--- src/rtl/puf_readout_ctrl_pkg.sv ---
// puf_ctrl_pkg: shared constants and state encoding for the PUF readout
// sequencer.
//   - state encoding localparams and the matching state_t enum
//   - UART command codes
//   - Hamming-weight accumulator width
package puf_ctrl_pkg;

  localparam int HW_ACC_W = 18;

  localparam logic [7:0] CMD_DUMP  = 8'h73;  // 's'
  localparam logic [7:0] CMD_RANGE = 8'h72;  // 'r'
  localparam logic [7:0] CMD_HW    = 8'h68;  // 'h'

  localparam logic [3:0] S_IDLE     = 4'd0;
  localparam logic [3:0] S_ARG      = 4'd1;
  localparam logic [3:0] S_RD_ADDR  = 4'd2;
  localparam logic [3:0] S_RD_WAIT  = 4'd3;
  localparam logic [3:0] S_LATCH    = 4'd4;
  localparam logic [3:0] S_TX_WAIT  = 4'd5;
  localparam logic [3:0] S_TX_PULSE = 4'd6;
  localparam logic [3:0] S_TX_GUARD = 4'd7;
  localparam logic [3:0] S_TX_DRAIN = 4'd8;
  localparam logic [3:0] S_NEXT     = 4'd9;
  localparam logic [3:0] S_HW_SCAN  = 4'd10;
  localparam logic [3:0] S_HW_LOAD  = 4'd11;
  localparam logic [3:0] S_HW_NEXT  = 4'd12;

  typedef enum logic [3:0] {
    ST_IDLE     = S_IDLE,
    ST_ARG      = S_ARG,
    ST_RD_ADDR  = S_RD_ADDR,
    ST_RD_WAIT  = S_RD_WAIT,
    ST_LATCH    = S_LATCH,
    ST_TX_WAIT  = S_TX_WAIT,
    ST_TX_PULSE = S_TX_PULSE,
    ST_TX_GUARD = S_TX_GUARD,
    ST_TX_DRAIN = S_TX_DRAIN,
    ST_NEXT     = S_NEXT,
    ST_HW_SCAN  = S_HW_SCAN,
    ST_HW_LOAD  = S_HW_LOAD,
    ST_HW_NEXT  = S_HW_NEXT
  } state_t;

endpackage

--- src/rtl/puf_readout_ctrl_if.sv ---
// puf_readout_ctrl_if: UART byte interface plus PUF SRAM ports.
//   master : the readout sequencer (drives tx strobe/data and SRAM address)
//   slave  : UART + SRAM side (drives rx strobe/data, tx ready, read data)
//   raddr/waddr are word addresses (ADDR_W-1 bits), data is 16-bit.
interface puf_readout_ctrl_if #(
  parameter int ADDR_W = 14
);
  logic              uart_rx_ready;
  logic [7:0]        uart_data_from_rx;
  logic              uart_tx_ready;
  logic              uart_tx_enable;
  logic [7:0]        uart_data_to_tx;
  logic [ADDR_W-2:0] raddr;
  logic [15:0]       rdata;
  logic              we;
  logic [ADDR_W-2:0] waddr;
  logic [15:0]       wdata;
  logic [15:0]       wmask;

  modport master (
    input  uart_rx_ready, uart_data_from_rx, uart_tx_ready, rdata,
    output uart_tx_enable, uart_data_to_tx, raddr, we, waddr, wdata, wmask
  );

  modport slave (
    output uart_rx_ready, uart_data_from_rx, uart_tx_ready, rdata,
    input  uart_tx_enable, uart_data_to_tx, raddr, we, waddr, wdata, wmask
  );
endinterface

--- src/rtl/puf_readout_ctrl_popcount16.sv ---
// popcount16: combinational population count of a 16-bit word.
//   din : input word
//   cnt : number of set bits (0..16)
module popcount16 (
  input  logic [15:0] din,
  output logic [4:0]  cnt
);
  always_comb begin
    cnt = '0;
    for (int i = 0; i < 16; i++) begin
      cnt = cnt + 5'(din[i]);
    end
  end
endmodule

--- src/rtl/puf_readout_ctrl.sv ---
// puf_readout_ctrl: command-driven readout of the PUF SRAM over UART.
//   clk, rst_n : system clock, async active-low reset
//   bus        : UART rx/tx handshake and SRAM read port (write port tied off)
//   busy       : high whenever an operation is in progress (not IDLE/ARG)
//
// state      | meaning
// -----------+---------------------------------------------------------
// IDLE       | wait for a command byte
// ARG        | collect addr_hi, addr_lo, len for a ranged dump
// RD_ADDR    | present word address of current byte
// RD_WAIT    | SRAM read latency
// LATCH      | capture selected byte into the tx register
// TX_WAIT    | wait for transmitter idle
// TX_PULSE   | one-cycle tx enable
// TX_GUARD   | 2 cycles for tx ready to drop
// TX_DRAIN   | wait for transmitter idle, then return via ret_state
// NEXT       | advance byte index / remaining count
// HW_SCAN    | stream all words, accumulate popcount
// HW_LOAD    | load next accumulator byte (MSB first)
// HW_NEXT    | advance accumulator byte select
module puf_readout_ctrl
  import puf_ctrl_pkg::*;
#(
  parameter int PUF_BYTES   = 16384,
  parameter int ADDR_W      = 14,
  parameter int ARG_TIMEOUT = 1000000
) (
  input  logic                clk,
  input  logic                rst_n,
  puf_readout_ctrl_if.master  bus,
  output logic                busy
);

  localparam int CNT_W = ADDR_W + 1;
  localparam int WORDS = PUF_BYTES / 2;
  localparam int TMR_W = $clog2(ARG_TIMEOUT + 1);

  state_t state, state_nxt, ret_state;

  logic [ADDR_W-1:0]   idx;
  logic [CNT_W-1:0]    count;
  logic [1:0]          arg_cnt;
  logic [7:0]          arg_hi, arg_lo;
  logic [TMR_W-1:0]    timer;
  logic [HW_ACC_W-1:0] acc;
  logic [ADDR_W-1:0]   scan_cnt;
  logic [1:0]          hw_sel;
  logic                guard;
  logic [ADDR_W-2:0]   raddr_q;
  logic [7:0]          tx_data_q;
  logic [4:0]          pop;
  logic                tx_enable;

  popcount16 u_popcount (
    .din (bus.rdata),
    .cnt (pop)
  );

  assign bus.uart_tx_enable  = tx_enable;
  assign bus.uart_data_to_tx = tx_data_q;
  assign bus.raddr           = raddr_q;
  // Write port permanently idle: the power-up content is the PUF response.
  assign bus.we              = 1'b0;
  assign bus.waddr           = '0;
  assign bus.wdata           = '0;
  assign bus.wmask           = '0;

  always_ff @(posedge clk or negedge rst_n) begin
    if (!rst_n) state <= ST_IDLE;
    else        state <= state_nxt;
  end

  always_comb begin
    state_nxt = state;
    tx_enable = 1'b0;
    busy      = 1'b1;
    case (state)
      ST_IDLE: begin
        busy = 1'b0;
        if (bus.uart_rx_ready) begin
          case (bus.uart_data_from_rx)
            CMD_DUMP:  state_nxt = ST_RD_ADDR;
            CMD_RANGE: state_nxt = ST_ARG;
            CMD_HW:    state_nxt = ST_HW_SCAN;
            default:   state_nxt = ST_IDLE;
          endcase
        end
      end
      ST_ARG: begin
        busy = 1'b0;
        if (bus.uart_rx_ready) begin
          if (arg_cnt == 2'd2) state_nxt = ST_RD_ADDR;
        end else if (timer == '0) begin
          state_nxt = ST_IDLE;
        end
      end
      ST_RD_ADDR:  state_nxt = ST_RD_WAIT;
      ST_RD_WAIT:  state_nxt = ST_LATCH;
      ST_LATCH:    state_nxt = ST_TX_WAIT;
      ST_TX_WAIT:  if (bus.uart_tx_ready) state_nxt = ST_TX_PULSE;
      ST_TX_PULSE: begin
        tx_enable = 1'b1;
        state_nxt = ST_TX_GUARD;
      end
      ST_TX_GUARD: if (guard) state_nxt = ST_TX_DRAIN;
      ST_TX_DRAIN: if (bus.uart_tx_ready) state_nxt = ret_state;
      ST_NEXT:     state_nxt = (count == CNT_W'(1)) ? ST_IDLE : ST_RD_ADDR;
      ST_HW_SCAN:  if (scan_cnt == ADDR_W'(WORDS)) state_nxt = ST_HW_LOAD;
      ST_HW_LOAD:  state_nxt = ST_TX_WAIT;
      ST_HW_NEXT:  state_nxt = (hw_sel == 2'd2) ? ST_IDLE : ST_HW_LOAD;
      default:     state_nxt = ST_IDLE;
    endcase
  end

  always_ff @(posedge clk or negedge rst_n) begin
    if (!rst_n) begin
      ret_state <= ST_NEXT;
      idx       <= '0;
      count     <= '0;
      arg_cnt   <= '0;
      arg_hi    <= '0;
      arg_lo    <= '0;
      timer     <= '0;
      acc       <= '0;
      scan_cnt  <= '0;
      hw_sel    <= '0;
      guard     <= 1'b0;
      raddr_q   <= '0;
      tx_data_q <= '0;
    end else begin
      case (state)
        ST_IDLE: begin
          if (bus.uart_rx_ready) begin
            if (bus.uart_data_from_rx == CMD_DUMP) begin
              idx       <= '0;
              count     <= CNT_W'(PUF_BYTES);
              ret_state <= ST_NEXT;
            end
            if (bus.uart_data_from_rx == CMD_RANGE) begin
              arg_cnt <= '0;
              timer   <= TMR_W'(ARG_TIMEOUT - 1);
            end
            if (bus.uart_data_from_rx == CMD_HW) begin
              acc       <= '0;
              scan_cnt  <= '0;
              raddr_q   <= '0;
              hw_sel    <= '0;
              ret_state <= ST_HW_NEXT;
            end
          end
        end
        ST_ARG: begin
          if (bus.uart_rx_ready) begin
            timer   <= TMR_W'(ARG_TIMEOUT - 1);
            arg_cnt <= arg_cnt + 2'd1;
            case (arg_cnt)
              2'd0:    arg_hi <= bus.uart_data_from_rx;
              2'd1:    arg_lo <= bus.uart_data_from_rx;
              default: begin
                // Upper address bits beyond the array size are dropped.
                idx       <= ADDR_W'({arg_hi, arg_lo});
                count     <= (bus.uart_data_from_rx == 8'd0) ? CNT_W'(256)
                                                             : CNT_W'(bus.uart_data_from_rx);
                ret_state <= ST_NEXT;
              end
            endcase
          end else if (timer == '0) begin
            arg_cnt <= '0;
            arg_hi  <= '0;
            arg_lo  <= '0;
          end else begin
            timer <= timer - 1'b1;
          end
        end
        ST_RD_ADDR:  raddr_q <= idx[ADDR_W-1:1];
        ST_LATCH:    tx_data_q <= idx[0] ? bus.rdata[15:8] : bus.rdata[7:0];
        ST_TX_PULSE: guard <= 1'b0;
        ST_TX_GUARD: guard <= ~guard;
        ST_NEXT: begin
          count <= count - 1'b1;
          // idx is exactly ADDR_W bits, so +1 wraps at PUF_BYTES.
          if (count != CNT_W'(1)) idx <= idx + 1'b1;
        end
        ST_HW_SCAN: begin
          scan_cnt <= scan_cnt + 1'b1;
          raddr_q  <= raddr_q + 1'b1;
          // rdata lags raddr by one cycle, so the first scan cycle has nothing to add.
          if (scan_cnt != '0) acc <= acc + HW_ACC_W'(pop);
        end
        ST_HW_LOAD: begin
          case (hw_sel)
            2'd0:    tx_data_q <= {6'b0, acc[17:16]};
            2'd1:    tx_data_q <= acc[15:8];
            default: tx_data_q <= acc[7:0];
          endcase
        end
        ST_HW_NEXT: hw_sel <= hw_sel + 2'd1;
        default: ;
      endcase
    end
  end

endmodule

--- src/flat_wrapper.sv ---
// flat-port wrapper written by rule: the top's interface ports become plain ports
module puf_readout_ctrl_flat import puf_ctrl_pkg::*;
#(
  parameter int PUF_BYTES   = 16384,
  parameter int ADDR_W      = 14,
  parameter int ARG_TIMEOUT = 1000000
)
  (clk, rst_n, busy, bus_uart_rx_ready, bus_uart_data_from_rx, bus_uart_tx_ready, bus_rdata, bus_uart_tx_enable, bus_uart_data_to_tx, bus_raddr, bus_we, bus_waddr, bus_wdata, bus_wmask);
  puf_readout_ctrl_if #(.ADDR_W(ADDR_W)) bus_i ();
  input  logic clk;
  input  logic rst_n;
  output logic busy;
  input wire logic [$bits(bus_i.uart_rx_ready)-1:0] bus_uart_rx_ready;
  input wire logic [$bits(bus_i.uart_data_from_rx)-1:0] bus_uart_data_from_rx;
  input wire logic [$bits(bus_i.uart_tx_ready)-1:0] bus_uart_tx_ready;
  input wire logic [$bits(bus_i.rdata)-1:0] bus_rdata;
  output wire logic [$bits(bus_i.uart_tx_enable)-1:0] bus_uart_tx_enable;
  output wire logic [$bits(bus_i.uart_data_to_tx)-1:0] bus_uart_data_to_tx;
  output wire logic [$bits(bus_i.raddr)-1:0] bus_raddr;
  output wire logic [$bits(bus_i.we)-1:0] bus_we;
  output wire logic [$bits(bus_i.waddr)-1:0] bus_waddr;
  output wire logic [$bits(bus_i.wdata)-1:0] bus_wdata;
  output wire logic [$bits(bus_i.wmask)-1:0] bus_wmask;
  assign bus_i.uart_rx_ready = bus_uart_rx_ready;
  assign bus_i.uart_data_from_rx = bus_uart_data_from_rx;
  assign bus_i.uart_tx_ready = bus_uart_tx_ready;
  assign bus_i.rdata = bus_rdata;
  assign bus_uart_tx_enable = bus_i.uart_tx_enable;
  assign bus_uart_data_to_tx = bus_i.uart_data_to_tx;
  assign bus_raddr = bus_i.raddr;
  assign bus_we = bus_i.we;
  assign bus_waddr = bus_i.waddr;
  assign bus_wdata = bus_i.wdata;
  assign bus_wmask = bus_i.wmask;
  puf_readout_ctrl #(.PUF_BYTES(PUF_BYTES), .ADDR_W(ADDR_W), .ARG_TIMEOUT(ARG_TIMEOUT)) u_core (.clk(clk), .rst_n(rst_n), .bus(bus_i), .busy(busy));
endmodule
--- config.mk ---
export PLATFORM = sky130hd
export DESIGN_NAME = puf_readout_ctrl_flat
export DESIGN_NICKNAME = d
export VERILOG_FILES = /design/src/rtl/puf_readout_ctrl_pkg.sv /design/src/rtl/puf_readout_ctrl_if.sv /design/src/rtl/puf_readout_ctrl_popcount16.sv /design/src/rtl/puf_readout_ctrl.sv /design/src/flat_wrapper.sv
export SDC_FILE = /design/constraint.sdc
export NUM_CORES = 1
export LEC_CHECK = 0
export ABC_AREA = 1
export CORE_MARGIN = 2
export CORE_UTILIZATION = 52
export CTS_BUF_LIST = sky130_fd_sc_hd__clkbuf_16
export DETAILED_ROUTE_END_ITERATION = 7
export GPL_ROUTABILITY_DRIVEN = 1
export PLACE_DENSITY_LB_ADDON = 0.3
export SYNTH_ARGS = -nofsm -noshare
export SYNTH_HDL_FRONTEND = slang
export SYNTH_SLANG_ARGS = --single-unit
--- constraint.sdc ---
create_clock -name clk -period 2.9 [get_ports clk]
set_input_delay 0.435 -clock clk [delete_from_list [all_inputs] [get_ports clk]]
set_output_delay 0.435 -clock clk [all_outputs]
set_load 0.1 [all_outputs]
Word-level counts from Yosys, hierarchy flattened
Cells that the tools add are included.
Word-level totals
  register bits: 129
  bits of input ports: 28
  output and inout port bits: 69
  word-level logic and storage cells: 171
Operators by class
  add/sub/neg operators: 23
  equality and inequality tests: 40
  multiplexer cells: 64
  bitwise logic cells: 1
  reductions and logical operators: 29
Operator list (number)
  $mux W14: 7
  $mux W20: 4
  $mux W15: 4
  $mux W4: 14
  $add A5 B1 Y5: 11
  $mux W18: 3
  $pmux W4 S12: 1
  $pmux W15 S3: 1
  $pmux W14 S3: 1
  $pmux W20 S2: 1
  $pmux W13 S3: 1
  $pmux W18 S2: 1
  $mux W8: 4
  $pmux W8 S2: 2
  $add A14 B1 Y14 const B: 2
  $pmux W14 S2: 1
  $mux W13: 2
  $eq A8 B7 Y1 const B: 3
  $eq A4 B4 Y1 const B: 5
  $logic_not A20 Y1: 1
  $sub A20 B1 Y20 const B: 1
  $add A18 B5 Y18: 1
  $ne A2 B1 Y1 const B: 9
  $eq A4 B3 Y1 const B: 4
  other kinds (39): 73

Logic depth before layout (Yosys ltp)
  word-level depth: 18
  depth in mapped cells: 18
  depth with buffers taken out: 18

Modules after synthesis
From an unflattened synthesis, not the netlist that was laid out.
Second synthesis, totals
  cells, all modules: 1324
  area, all modules: 9092.5 um^2
By module, submodules not included
  puf_readout_ctrl: times used 1, cells an instance 1268, area each 8663.3 um^2, sequential area each 3179.3 um^2
  popcount16: times used 1, cells an instance 56, area each 429.2 um^2, sequential area each 0.0 um^2

Least setup slack after synthesis
OpenSTA, ideal clock, no wires.
  path kind: input port to flip-flop
  start point: input bus_rdata[0]
  end point: register u_core.acc[4]
  setup time: 0.121 ns
  data arrival time: 3.694 ns
  setup slack: -0.915 ns
  cell stages on the path: 13
  buffers on the path: 0
  cells stage by stage: fa_1 -> inv_1 -> fa_1 -> fa_1 -> fa_1 -> fa_1 -> inv_1 -> fa_1 -> nand3_1 -> nand3_1 -> or2_2 -> nand3_1 -> o21ai_1
Between the ends
  word-level cells in the longest chain between the ends: 18
RTL lines
  start: declaration: line flat_wrapper.sv:16  | input wire logic [$bits(bus_i.rdata)-1:0] bus_rdata;
  $add A1 B1 Y2: line puf_readout_ctrl_popcount16.sv:11  | cnt = cnt + 5'(din[i]);
  $add A2 B1 Y3: line puf_readout_ctrl_popcount16.sv:11
  $add A3 B1 Y4: line puf_readout_ctrl_popcount16.sv:11
  $add A4 B1 Y5: line puf_readout_ctrl_popcount16.sv:11
  $add A5 B1 Y5 (11 in a row): line puf_readout_ctrl_popcount16.sv:11
  $add A18 B5 Y18: line puf_readout_ctrl.sv:188  | if (scan_cnt != '0) acc <= acc + HW_ACC_W'(pop);
  $mux W18: line puf_readout_ctrl.sv:188
  $pmux W18 S2: line puf_readout_ctrl.sv:131  | case (state)
  end signal: assignment: line puf_readout_ctrl.sv:188
  end: declaration: line puf_readout_ctrl.sv:45  | logic [HW_ACC_W-1:0] acc;
No other way between the ends. The select of a mux whose other input is x is not followed.
A chain may end at the register's enable or synchronous reset.

Worst setup path in the final report
  start point: input bus_rdata[15]
  end point: register u_core.acc[16]
Between the ends
  word-level cells in the longest chain between the ends: 4
RTL lines (line)
  $add A5 B1 Y5: puf_readout_ctrl_popcount16.sv:11
  $add A18 B5 Y18: puf_readout_ctrl.sv:188
  $mux W18: puf_readout_ctrl.sv:188
  $pmux W18 S2: puf_readout_ctrl.sv:131
No other way between the ends. The select of a mux whose other input is x is not followed.

==> results.md <==
- The run finished, with violations left.
- Setup violations remaining at the end of the flow were counted as 18.
- TritonCTS built the clock tree.
- The number of clock buffers added by TritonCTS is 17.
- Among all stages on the critical path, the largest delay is contributed by fa_1.
- The kind of cell with the highest combined delay along the critical path is adder cells.
- The type of the setup path with the least slack is primary input to flop.
- The initial utilization of the core area, before any placement, comes to a little over half.
- The worst setup path is captured at a flop.
- The largest single stage delay on the critical path is around 560 ps.
- The number of pins with negative max-slew slack in the final report is 0.
- The largest vdd supply drop is 699 uV.
- The via count of the first global-routing pass is 7786.
- The highest fanout seen on the critical path is 5.
- The total of warnings raised by yosys is 0.
- In this run the static leakage power is 5.15 nW.
- The initialized floorplan defines 47 standard-cell rows.
- The clock root buffer master is clkbuf_16.
- The number of antenna diodes is 0.
- The top-level I/O count is 97.
- After clock tree synthesis, the clock-pin slew on the worst setup and hold paths is approximately 60 ps.
- In this run the tightest slew margin relative to its limit is 30.4%.
- Among all flip-flop cells after synthesis, the most frequent one is dfrtp_1.
- Of the available clock period, the critical path in the final layout requires 122%.
- Sorting the synthesized cells by area gives the leading types as dfrtp_1 (35%), nand2_1 (16%), inv_1 (6.5%).
- For the pin with the worst max-slew slack, the measured transition is 1040 ps.
- For this run, the total global-route usage over all layers was measured as between 20% and 30%.
- The average vias per placed instance is 5.32.
- The maximum clock path buffer count is 2.
- The power per unit of standard cell area is 1010 nW/um2.
- The last weighted congestion value of the routability-driven placer is roughly 0.93.
- The endpoint of the most critical register-to-register path is u_core.acc[16].
- Setup repair after global routing could not meet its margin everywhere.
- The final reports fail on setup timing.
- The number of enable-type register cells in the synthesized netlist is 0.
- The H-tree was split into 4 levels.
- The full die area is 18200 um2.
- The hold-critical path endpoint is u_core.bus.uart_data_to_tx[7].
- CTS saw 127 sinks.
- Setup total negative slack on the finished layout was measured at -9030 ps.
- The number of hold-slack violations in the final timing report was 0.
- The fraction of registers with async set/reset is 100%.
- Together, buffers and inverters on the worst path number 3.
- The post-route cell area is between 10000 and 15000 um2.
- The hold path startpoint is bus_rdata[15].
- The signal on the critical path passes through buf_6 -> fa_1 -> inv_2 -> fa_1 -> fa_1 -> fa_1 -> fa_2 -> inv_2 -> fa_2 -> nand3_2 -> nand3_4 -> nand2_2 -> nand2_2 -> nand2_1 -> nand2_1 -> nand3_1 -> o21ai_1.
- The top achievable clock speed is about 0.28 GHz.
- Before CTS, the worst setup slack after placement is -1440 ps.
- In the layout the commonest cells are nand2_1 (363), inv_1 (152), nor2_1 (126), dfrtp_1 (126), nand3_1 (106).
- The first global-routing pass estimated roughly 37000 um of wire.
- The worst min-delay path class is primary input to flop.
- The chip width is between 100 and 150 um.
- The number of antenna violations at the first check in global routing was 0.
- The most frequent standard cell in the layout excluding fill and tap cells is nand2_1.
- The number of buffers inserted by port buffering is 50.
- Sequential elements use a little over a third of the synthesized area.
- Dividing the synthesized area by the synthesized cell count gives roughly 7 um2.
- Synthesis inferred 127 register bits.
- The number of cell instances on the worst register-to-register path is 15.
- The synthesized design devotes to its leading area cell type about a third of total area.
- Summed over all instances, the cell type with the most area after synthesis is dfrtp_1.
- The required time of the critical path is approximately 3300 ps.
- The clock reaches the later pin of the worst-skew pair after ~420 ps.
- The final routed wire length divided by cell count is between 10 and 15 um.
- STA classifies the critical path startpoint as a primary input.
- The number of DRC markers after the initial detailed-route iteration is approximately 650.
- The remaining global-route overflow is 0.
- The shortest period the worst path allows is 3530 ps.
- The standard cell area after detailed placement is approximately 9600 um2.
- In the final design database the tool counted approximately 1400 nets.
- Of the cells placed in the final design, the portion with a size suffix greater than 1 is about a tenth.
- The count of unresolved DRC violations after routing is 0.
- The detailed placer's ending HPWL is approximately 16000 um.
- For this block, the via count after detailed routing is roughly 8400.
- The number of distinct library cells after synthesis is 44.
- After floorplanning, the core was sized to cover ~17000 um2.
- The routed design has ~22000 um of wire.
- The final standard cell utilization of the core is between 60 and 70%.
- The startpoint identified for the worst register-to-register timing path is u_core.acc[0].
- After synthesis the cells add up to between 8000 and 9000 um2.
- The data arrival time of the worst path is between 3000 and 4000 ps.
- The y dimension of the die is 135 um.
- After layout, the worst setup slack is -629 ps.
- The post-synthesis cell count is ~1300.
- Clock skew on the completed layout was measured at around 8.3 ps.
- The max-cap violation count is 0.
- The worst hold path stage count is 3.
- The first detailed-routing pass ran for 6 iterations.
- The area growth from synthesis to layout is 15.0%.
- The register-to-register path setup slack is -360 ps.
- Entering global routing, the biggest net connects 56 pins.
- The cell type with the highest occurrence count on the critical path is fa_1.
- The remaining number of nets flagged by the antenna check after routing is 0.
## layout make-up
type | count | area [um2]
clock buffers | 17 | 425
flip-flops and latches | 127 | 3180
fillers | 1520 | 6420
repair buffers | 80 | 659
inverters | 164 | 616
well taps | 220 | 275
clock inverters | 15 | 203
multi-input cells | 964 | 4920
## flip-flops by register name, summed over array words and instances, names as in the netlist, 8 cells and up
name	count
u_core.count	15
u_core.bus.uart_data_to_tx	8
u_core.idx	14
u_core.timer	20
u_core.arg_lo	8
u_core.scan_cnt	14
u_core.bus.raddr	13
u_core.acc	18
## stage by stage
stage	hold WS (ps)	power [mW]	std cells
after floorplan	139	6.89	1327
after global placement	440	7.91	1551
after detailed placement	438	8.01	1551
after CTS	425	10.4	1587
after global routing	414	11.1	1587
final	409	10.4	1587
## kinds of logic after synthesis
family / share of synthesized area, %
other: 0.0420
xor gates and xnor gates: 2.35
adders and majority gates: 5.63
AOI/OAI and AO/OA: 10.6
and+or+nand+nor: 33.6
DFF: 35.6
buffers and inverters: 12.2
## worst min-delay path, delay by kind of cell
family,cells,cell delay (ps)
AO/OA/AOI/OAI,2,240
buffers and inverters,1,100
## layer usage
layer  vias up  part of all wire [%]  routed length [um]  GRT usage, %
met5         -                     0                   0             0
met4         0                   1.8                 390          8.45
met3        36                   5.9                1300          4.80
met2       292                    47               10300          39.6
met1      3899                    45                9940          34.7
li1       4214                     -                   -             -
## timing repair
| item | CTS | global route |
|---|---|---|
| endpoints found under the setup margin | 18 | 18 |
| resized for setup | 55 | 6 |
| hold endpoints to repair | 24 | 0 |
| hold buffers | 1 | 0 |
| pin swaps | 21 | 13 |
| buffers inserted | 3 | 0 |
## how the worst max path moves through the flow
stage,startpoint,endpoint,cells after the start
global placement,bus_rdata[11],u_core.acc[16],17
detailed placement,bus_rdata[11],u_core.acc[12],16
CTS,bus_rdata[11],u_core.acc[16],17
global route,bus_rdata[15],u_core.acc[14],17
floorplan,bus_rdata[0],u_core.acc[4],13
finish,bus_rdata[15],u_core.acc[16],17
## synth_stat cells, types with 2 or more instances
master	n
ha_1	21
buf_4	48
nor2_4	2
xor2_1	21
inv_1	154
buf_6	2
o21bai_1	3
o21ai_0	82
nand2_2	6
nand3_1	113
inv_2	8
clkbuf_1	11
nor2_2	5
nor3_1	25
a211oi_1	2
dfrtp_1	126
o21ai_1	8
buf_2	10
or2_2	5
xnor2_1	3
a221oi_1	6
clkinv_1	2
nand4_1	32
nand2_4	2
fa_1	12
a22oi_1	7
a21oi_1	25
nand3b_1	6
nand2_1	370
o22ai_1	14
nor2_1	128
a21o_1	2
o211ai_1	10
## where the power goes
part / total [mW] / internal [mW] / switching, mW
clock network: 2.30 / 1.50 / 0.797
registers: 2.74 / 2.27 / 0.470
logic: 5.37 / 1.49 / 3.88
Note: power is estimated with default switching activity, not from simulation.
